--- config.mk ---
export PLATFORM = sky130hd
export DESIGN_NAME = fc_feature_feeder
export DESIGN_NICKNAME = d
export VERILOG_FILES = /design/src/rtl/fc_pkg.sv /design/src/rtl/fc_vec_buffer.sv /design/src/rtl/fc_feature_feeder.sv
export SDC_FILE = /design/constraint.sdc
export NUM_CORES = 1
export LEC_CHECK = 0
export CORE_AREA = 2 2 105 107
export CTS_CLUSTER_DIAMETER = 100
export CTS_CLUSTER_SIZE = 10
export DETAILED_ROUTE_END_ITERATION = 10
export DIE_AREA = 0 0 107 109
export DONT_BUFFER_PORTS = 1
export MAX_ROUTING_LAYER = met4
export PLACE_DENSITY = 0.84
export REMOVE_ABC_BUFFERS = 1
export SYNTH_ARGS = -nofsm -noshare
export SYNTH_HDL_FRONTEND = slang
export SYNTH_SLANG_ARGS = --single-unit
--- constraint.sdc ---
create_clock -name clk -period 2 [get_ports clk]
set_input_delay 0.3 -clock clk [delete_from_list [all_inputs] [get_ports clk]]
set_output_delay 0.3 -clock clk [all_outputs]
set_load 0.05 [all_outputs]
--- src/rtl/fc_pkg.sv ---
// Shared constants for the fc feature feeder: default sizes, FSM encodings and
// counter sizing helpers.
package fc_pkg;

   localparam int unsigned FC_DW          = 8;
   localparam int unsigned FC_NUM_INPUTS  = 4;
   localparam int unsigned FC_NUM_NEURONS = 10;
   localparam int unsigned REQS_PER_RUN   = (FC_NUM_NEURONS / 2) * FC_NUM_INPUTS;

   typedef logic [2:0] fc_state_t;

   localparam logic [2:0] S_IDLE  = 3'd0;
   localparam logic [2:0] S_LOAD  = 3'd1;
   localparam logic [2:0] S_READY = 3'd2;
   localparam logic [2:0] S_START = 3'd3;
   localparam logic [2:0] S_RUN   = 3'd4;
   localparam logic [2:0] S_DONE  = 3'd5;

   // Address width for an n-entry array; never zero.
   function automatic int unsigned fc_idx_width(input int unsigned n);
      return (n > 1) ? $clog2(n) : 1;
   endfunction

   // Width able to hold every value 0..max_val without wrapping.
   function automatic int unsigned fc_cnt_width(input int unsigned max_val);
      return (max_val > 0) ? $clog2(max_val + 1) : 1;
   endfunction

endpackage

--- src/rtl/fc_vec_buffer.sv ---
// Small register-array buffer: one synchronous write port and one combinational
// read port that returns zero for addresses past the last entry.
module fc_vec_buffer
   import fc_pkg::*;
#(
   parameter int unsigned DW    = FC_DW,
   parameter int unsigned DEPTH = FC_NUM_INPUTS,
   parameter int unsigned AW    = fc_idx_width(DEPTH)
) (
   input  logic                 clk,
   input  logic                 we_i,
   input  logic [AW-1:0]        waddr_i,
   input  logic signed [DW-1:0] wdata_i,
   input  logic [AW-1:0]        raddr_i,
   output logic signed [DW-1:0] rdata_o
);

   logic signed [DW-1:0] mem_q [DEPTH];

   always_ff @(posedge clk) begin
      if (we_i && (32'(waddr_i) < DEPTH)) begin
         mem_q[waddr_i] <= wdata_i;
      end
   end

   always_comb begin
      rdata_o = '0;
      if (32'(raddr_i) < DEPTH) begin
         rdata_o = mem_q[raddr_i];
      end
   end

endmodule

--- src/rtl/fc_feature_feeder.sv ---
// Host-side feeder for the FC engine: holds one feature vector, serves it element
// by element on request, and captures the engine's result stream.
module fc_feature_feeder
   import fc_pkg::*;
#(
   parameter int unsigned DATA_WIDTH  = FC_DW,
   parameter int unsigned NUM_INPUTS  = FC_NUM_INPUTS,
   parameter int unsigned NUM_NEURONS = FC_NUM_NEURONS
) (
   input  logic                                clk,
   input  logic                                rst,
   input  logic                                load_valid,
   input  logic signed [DATA_WIDTH-1:0]        load_data,
   output logic                                load_ready,
   input  logic                                run,
   output logic                                fc_start,
   input  logic                                fc_input_req,
   output logic signed [DATA_WIDTH-1:0]        fc_feature,
   input  logic                                fc_out_valid,
   input  logic signed [DATA_WIDTH-1:0]        fc_result,
   input  logic                                fc_done,
   input  logic [$clog2(NUM_NEURONS)-1:0]      res_rd_addr,
   output logic signed [DATA_WIDTH-1:0]        res_rd_data,
   output logic                                busy,
   output logic                                done,
   output logic                                err
);

   localparam int unsigned REQS = (NUM_NEURONS / 2) * NUM_INPUTS;
   localparam int unsigned FIW  = fc_idx_width(NUM_INPUTS);
   localparam int unsigned RAW  = $clog2(NUM_NEURONS);
   localparam int unsigned RCW  = fc_cnt_width(REQS);
   localparam int unsigned NCW  = fc_cnt_width(NUM_NEURONS);

   fc_state_t                    state_q, state_d;
   logic [FIW-1:0]               load_idx_q, load_idx_d;
   logic [FIW-1:0]               feat_idx_q, feat_idx_d;
   logic [RCW-1:0]               req_cnt_q, req_cnt_d;
   logic [NCW-1:0]               res_cnt_q, res_cnt_d;
   logic signed [DATA_WIDTH-1:0] feature_q, feature_d;
   logic                         err_q, err_d;
   logic                         fc_start_q, busy_q, done_q, load_ready_q;
   logic                         vec_we, res_we;
   logic signed [DATA_WIDTH-1:0] vec_rdata;

   fc_vec_buffer #(
      .DW    (DATA_WIDTH),
      .DEPTH (NUM_INPUTS),
      .AW    (FIW)
   ) u_vec (
      .clk     (clk),
      .we_i    (vec_we),
      .waddr_i (load_idx_q),
      .wdata_i (load_data),
      .raddr_i (feat_idx_q),
      .rdata_o (vec_rdata)
   );

   fc_vec_buffer #(
      .DW    (DATA_WIDTH),
      .DEPTH (NUM_NEURONS),
      .AW    (RAW)
   ) u_res (
      .clk     (clk),
      .we_i    (res_we),
      .waddr_i (RAW'(res_cnt_q)),
      .wdata_i (fc_result),
      .raddr_i (res_rd_addr),
      .rdata_o (res_rd_data)
   );

   // Next-state, counters and buffer write enables.
   always_comb begin
      state_d    = state_q;
      load_idx_d = load_idx_q;
      feat_idx_d = feat_idx_q;
      req_cnt_d  = req_cnt_q;
      res_cnt_d  = res_cnt_q;
      feature_d  = feature_q;
      err_d      = err_q;
      vec_we     = 1'b0;
      res_we     = 1'b0;

      // Engine traffic while the engine was never started is a protocol error.
      if ((state_q != S_RUN) && (state_q != S_START) && (fc_input_req || fc_out_valid)) begin
         err_d = 1'b1;
      end

      case (state_q)
         S_IDLE, S_LOAD, S_READY: begin
            // load_idx_q is zero in IDLE and READY, so a load there restarts the vector.
            if (load_valid) begin
               vec_we = 1'b1;
               if (load_idx_q == FIW'(NUM_INPUTS - 1)) begin
                  load_idx_d = '0;
                  state_d    = S_READY;
               end else begin
                  load_idx_d = load_idx_q + FIW'(1);
                  state_d    = S_LOAD;
               end
            end else if (run && (state_q == S_READY)) begin
               state_d    = S_START;
               err_d      = 1'b0;
               feat_idx_d = '0;
               req_cnt_d  = '0;
               res_cnt_d  = '0;
            end
         end
         S_START: begin
            state_d = S_RUN;
         end
         S_RUN: begin
            if (fc_input_req) begin
               feature_d  = vec_rdata;
               feat_idx_d = (feat_idx_q == FIW'(NUM_INPUTS - 1)) ? '0 : feat_idx_q + FIW'(1);
               if (req_cnt_q == RCW'(REQS)) begin
                  err_d = 1'b1;
               end else begin
                  req_cnt_d = req_cnt_q + RCW'(1);
               end
            end
            if (fc_out_valid) begin
               if (res_cnt_q < NCW'(NUM_NEURONS)) begin
                  res_we    = 1'b1;
                  res_cnt_d = res_cnt_q + NCW'(1);
               end else begin
                  err_d = 1'b1;
               end
            end
            // Check uses the _d counts so a same-cycle result is included.
            if (fc_done) begin
               if ((res_cnt_d == NCW'(NUM_NEURONS)) && (req_cnt_d == RCW'(REQS)) && !err_d) begin
                  state_d = S_DONE;
               end else begin
                  state_d = S_READY;
                  err_d   = 1'b1;
               end
            end
         end
         S_DONE: begin
            state_d = S_READY;
         end
         default: begin
            state_d = S_IDLE;
         end
      endcase
   end

   // State, counters and registered status outputs decoded from the next state.
   always_ff @(posedge clk) begin
      if (rst) begin
         state_q      <= S_IDLE;
         load_idx_q   <= '0;
         feat_idx_q   <= '0;
         req_cnt_q    <= '0;
         res_cnt_q    <= '0;
         feature_q    <= '0;
         err_q        <= 1'b0;
         fc_start_q   <= 1'b0;
         busy_q       <= 1'b0;
         done_q       <= 1'b0;
         load_ready_q <= 1'b1;
      end else begin
         state_q      <= state_d;
         load_idx_q   <= load_idx_d;
         feat_idx_q   <= feat_idx_d;
         req_cnt_q    <= req_cnt_d;
         res_cnt_q    <= res_cnt_d;
         feature_q    <= feature_d;
         err_q        <= err_d;
         fc_start_q   <= (state_d == S_START);
         busy_q       <= (state_d == S_START) || (state_d == S_RUN);
         done_q       <= (state_d == S_DONE);
         load_ready_q <= (state_d == S_IDLE) || (state_d == S_LOAD) || (state_d == S_READY);
      end
   end

   assign fc_start   = fc_start_q;
   assign busy       = busy_q;
   assign done       = done_q;
   assign err        = err_q;
   assign load_ready = load_ready_q;
   assign fc_feature = feature_q;

endmodule

==> out/results.ini <==
[cts]
numCtsBuffers = 17
clockBufferDepth = 2
cts_tree = yes
clock_latency_ns = 0.51
cts_root_buf = clkbuf_8
htreeDepth = 4
clk_pin_slew_worst_paths_ns = 0.06
cts_sinks = 141

[power]
p_leak_nw = 2.49
vdd_ir_drop_max_mv = 0.618
power_density_nw_per_um2 = 923

[sta]
period_needed_ns = 2.09
relSlewSlack = 0.333
fin_crit_sh = 1.05
max_freq_mhz = 477
drv_slew = 0
rsz0062_at_grt = yes
tightest_slew_ns = 0.997
setup_tns_ns = -0.905
whs_ns = 0.0244
hold_viol = 0
fin_skew_ns = 0.00745
layout_setup_ws_ns = -0.0947
setup_viol_count_final = 14

[synth]
syn_area_um2 = 5910
yosys_warnings = 0
syn_area_per_cell_um2 = 14.6
synthDistinctLibCells = 53
synthCells = 406
synth_seq_cells = 141
synth-edff-count = 112
async_flop_share = 0
synth_top_flop_cell = edfxtp_1
seq_area_frac_synth = 0.667

[grt]
grt_pass1_wl_um = 18100
grt_max_degree = 27
grt_antenna_before_repair = 0
gr-total-overflow = 0
grt_pass1_vias = 3586
grt_usage = 0.211

[worst_setup_path]
startpoint_type = register
required_ns = 1.70
critPathArrivalTime_ns = 1.79
critPathBufInv = 1
cp_cell_sequence = mux4_2 > a21oi_2 > o21ai_1 > buf_6
cp_slowest_cell = mux4_2
critical_path_class = reg2out
crit_family = multiplexers
critPathMaxStageDelay_ns = 0.51
crit_fanout = 1
cp-end-kind = output port

[finish]
final_layout_size_suffix_gt1_frac = 0.265
fillers = 659
multiInputGateArea_um2 = 1940
area.growth.synth_to_final_pct = 22.2
final_util = 0.682
regArea_um2 = 3950
finalNetCount = 493
diodes = 0

[worst_hold_path]
hold_class = in2reg

[floorplanning]
boundaryPins = 48
die_width_um = 107
die_y_um = 109
initial_utilization = 0.558
die_area_um2 = 11700
coreArea_um2 = 10600
row_count = 38

[place]
gp_congestion = 0.783
dp_hpwl_um = 7250
dp_slack_ns = -0.192
io_buffers = 0

[routing]
vias = 3506
drt-pass1-iter-count = 4
drt-initial-drc-count = 228
totalWireLength_um = 11300
wire_per_inst_um = 18.6
drc = 0
postRouteAntennaNets = 0
vias_per_cell = 5.77

[outcome]
status = complete, but fails checks
violations = setup timing

[run]
cap_violations = 0

[state kept, by name, summed over array words and instances, names as in the netlist]
name         cells
done             1
res_cnt_q        4
load_ready       1
state_q          3
feat_idx_q       2
req_cnt_q        5
err              1
fc_feature       8
fc_start         1
busy             1
load_idx_q       2
u_res.mem_q     80
u_vec.mem_q     32
[cell usage after synthesis (all sizes together) (2+ instances only)]
cell    count  area, um^2
a21oi      34         170
a22oi       2        15.0
a31oi       3        18.8
and2       10        62.6
and3        6        37.5
and3b       2        17.5
and4b       2        20.0
buf         7        32.5
clkbuf     15        56.3
dfxtp      29         581
edfxtp    112        3360
ha         11         138
inv        10        37.5
mux2i      10         100
mux4       24         541
nand2      28         105
nand2b      3        18.8
nand3       9        45.0
nand4       3        25.0
nor2       30         113
nor2b       2        12.5
nor3        5        30.0
nor3b       2        26.3
o21a        2        15.0
o21ai      18        93.8
o31ai       2        15.0
or2         2        12.5
or3         3        23.8
or4         2        18.8
xor2        2        17.5
[cell usage in the layout (no fill, tap or decap), types with 16 or more instances in the layout]
cell type        n
edfxtp_1       112
nor2_1          29
nand2_1         28
a21oi_1         27
mux4_2          24
dfxtp_1         24
buf_4           20
dlygate4sd3_1   19
clkbuf_16       16
[worst reg2reg max path: stages, from the launching register on]
cell	delay, ns
dfxtp_4	0.39
inv_4	0.05
ha_4	0.20
mux2i_2	0.20
nand2_1	0.07
or4_4	0.50
nor4b_4	0.29
buf_6	0.17
o22ai_2	0.06
[final cells by class]
type | instances | share of cell area
inverter | 10 | 0.00554
tap | 140 | 0.0242
clock inverter | 14 | 0.0253
clock buffer | 18 | 0.0578
multi-input combinational | 233 | 0.268
sequential | 141 | 0.547
timing repair buffer | 52 | 0.0722
[per-stage QoR]
step	cell area [um^2]	power [W]	std cells
after global routing	7230	0.00686	608
after floorplan	5820	0.00345	384
after CTS	7110	0.00670	604
after detailed placement	6260	0.00350	552
final	7230	0.00667	608
after global placement	6260	0.00349	552
[timing repair]
action / 4_1_cts / 5_1_grt
endpoints found under the setup margin: 14 / 63
pin swaps: 4 / 10
gates resized for setup: 15 / 24
hold endpoints to repair: 141 / 0
buffers inserted: 1 / 4
hold buffers: 19 / 0
[report_power, final]
part           total (W)  switching (W)  internal, W
Clock            0.00314        0.00121      0.00193
Sequential       0.00322      0.0000236      0.00320
Combinational   0.000307       0.000171     0.000135
Total            0.00667        0.00141      0.00526
[kinds of logic (layout without fill, tap and decap cells)]
| family | Yosys count | in the layout | synth area share |
|---|---|---|---|
| DFF | 141 | 141 | 0.667 |
| and+or+nand+nor | 114 | 114 | 0.106 |
| AOI/OAI and AO/OA | 71 | 71 | 0.0690 |
| muxes | 35 | 35 | 0.110 |
| buffers and inverters | 32 | 94 | 0.0214 |
| adders and majority gates | 11 | 11 | 0.0233 |
| xor gates and xnor gates | 2 | 2 | 0.00296 |
[path summary, 6_finish.rpt]
check | from | end | slack, ns | cells past startpoint
worst max register to register | req_cnt_q[0]$_SDFFE_PP0P_ | err$_SDFF_PP0_ | -0.08 | 8
worst min-delay path | fc_done | busy$_SDFF_PP0_ | 0.02 | 2
worst max-delay path | u_res.mem_q[3][6]$_DFFE_PP_ | res_rd_data[6] | -0.09 | 4
worst min register to register | req_cnt_q[0]$_SDFFE_PP0P_ | req_cnt_q[0]$_SDFFE_PP0P_ | 0.54 | 2
[routing by layer]
metal,routed length (um),share of wire,vias to the layer above,GRT usage
met5,0,0,-,-
met4,172,0.015,0,0.0724
met3,649,0.057,13,0.0598
met2,6070,0.54,118,0.360
met1,4420,0.39,1723,0.241
li1,-,-,1652,-
(Power assumes the default switching activity.)
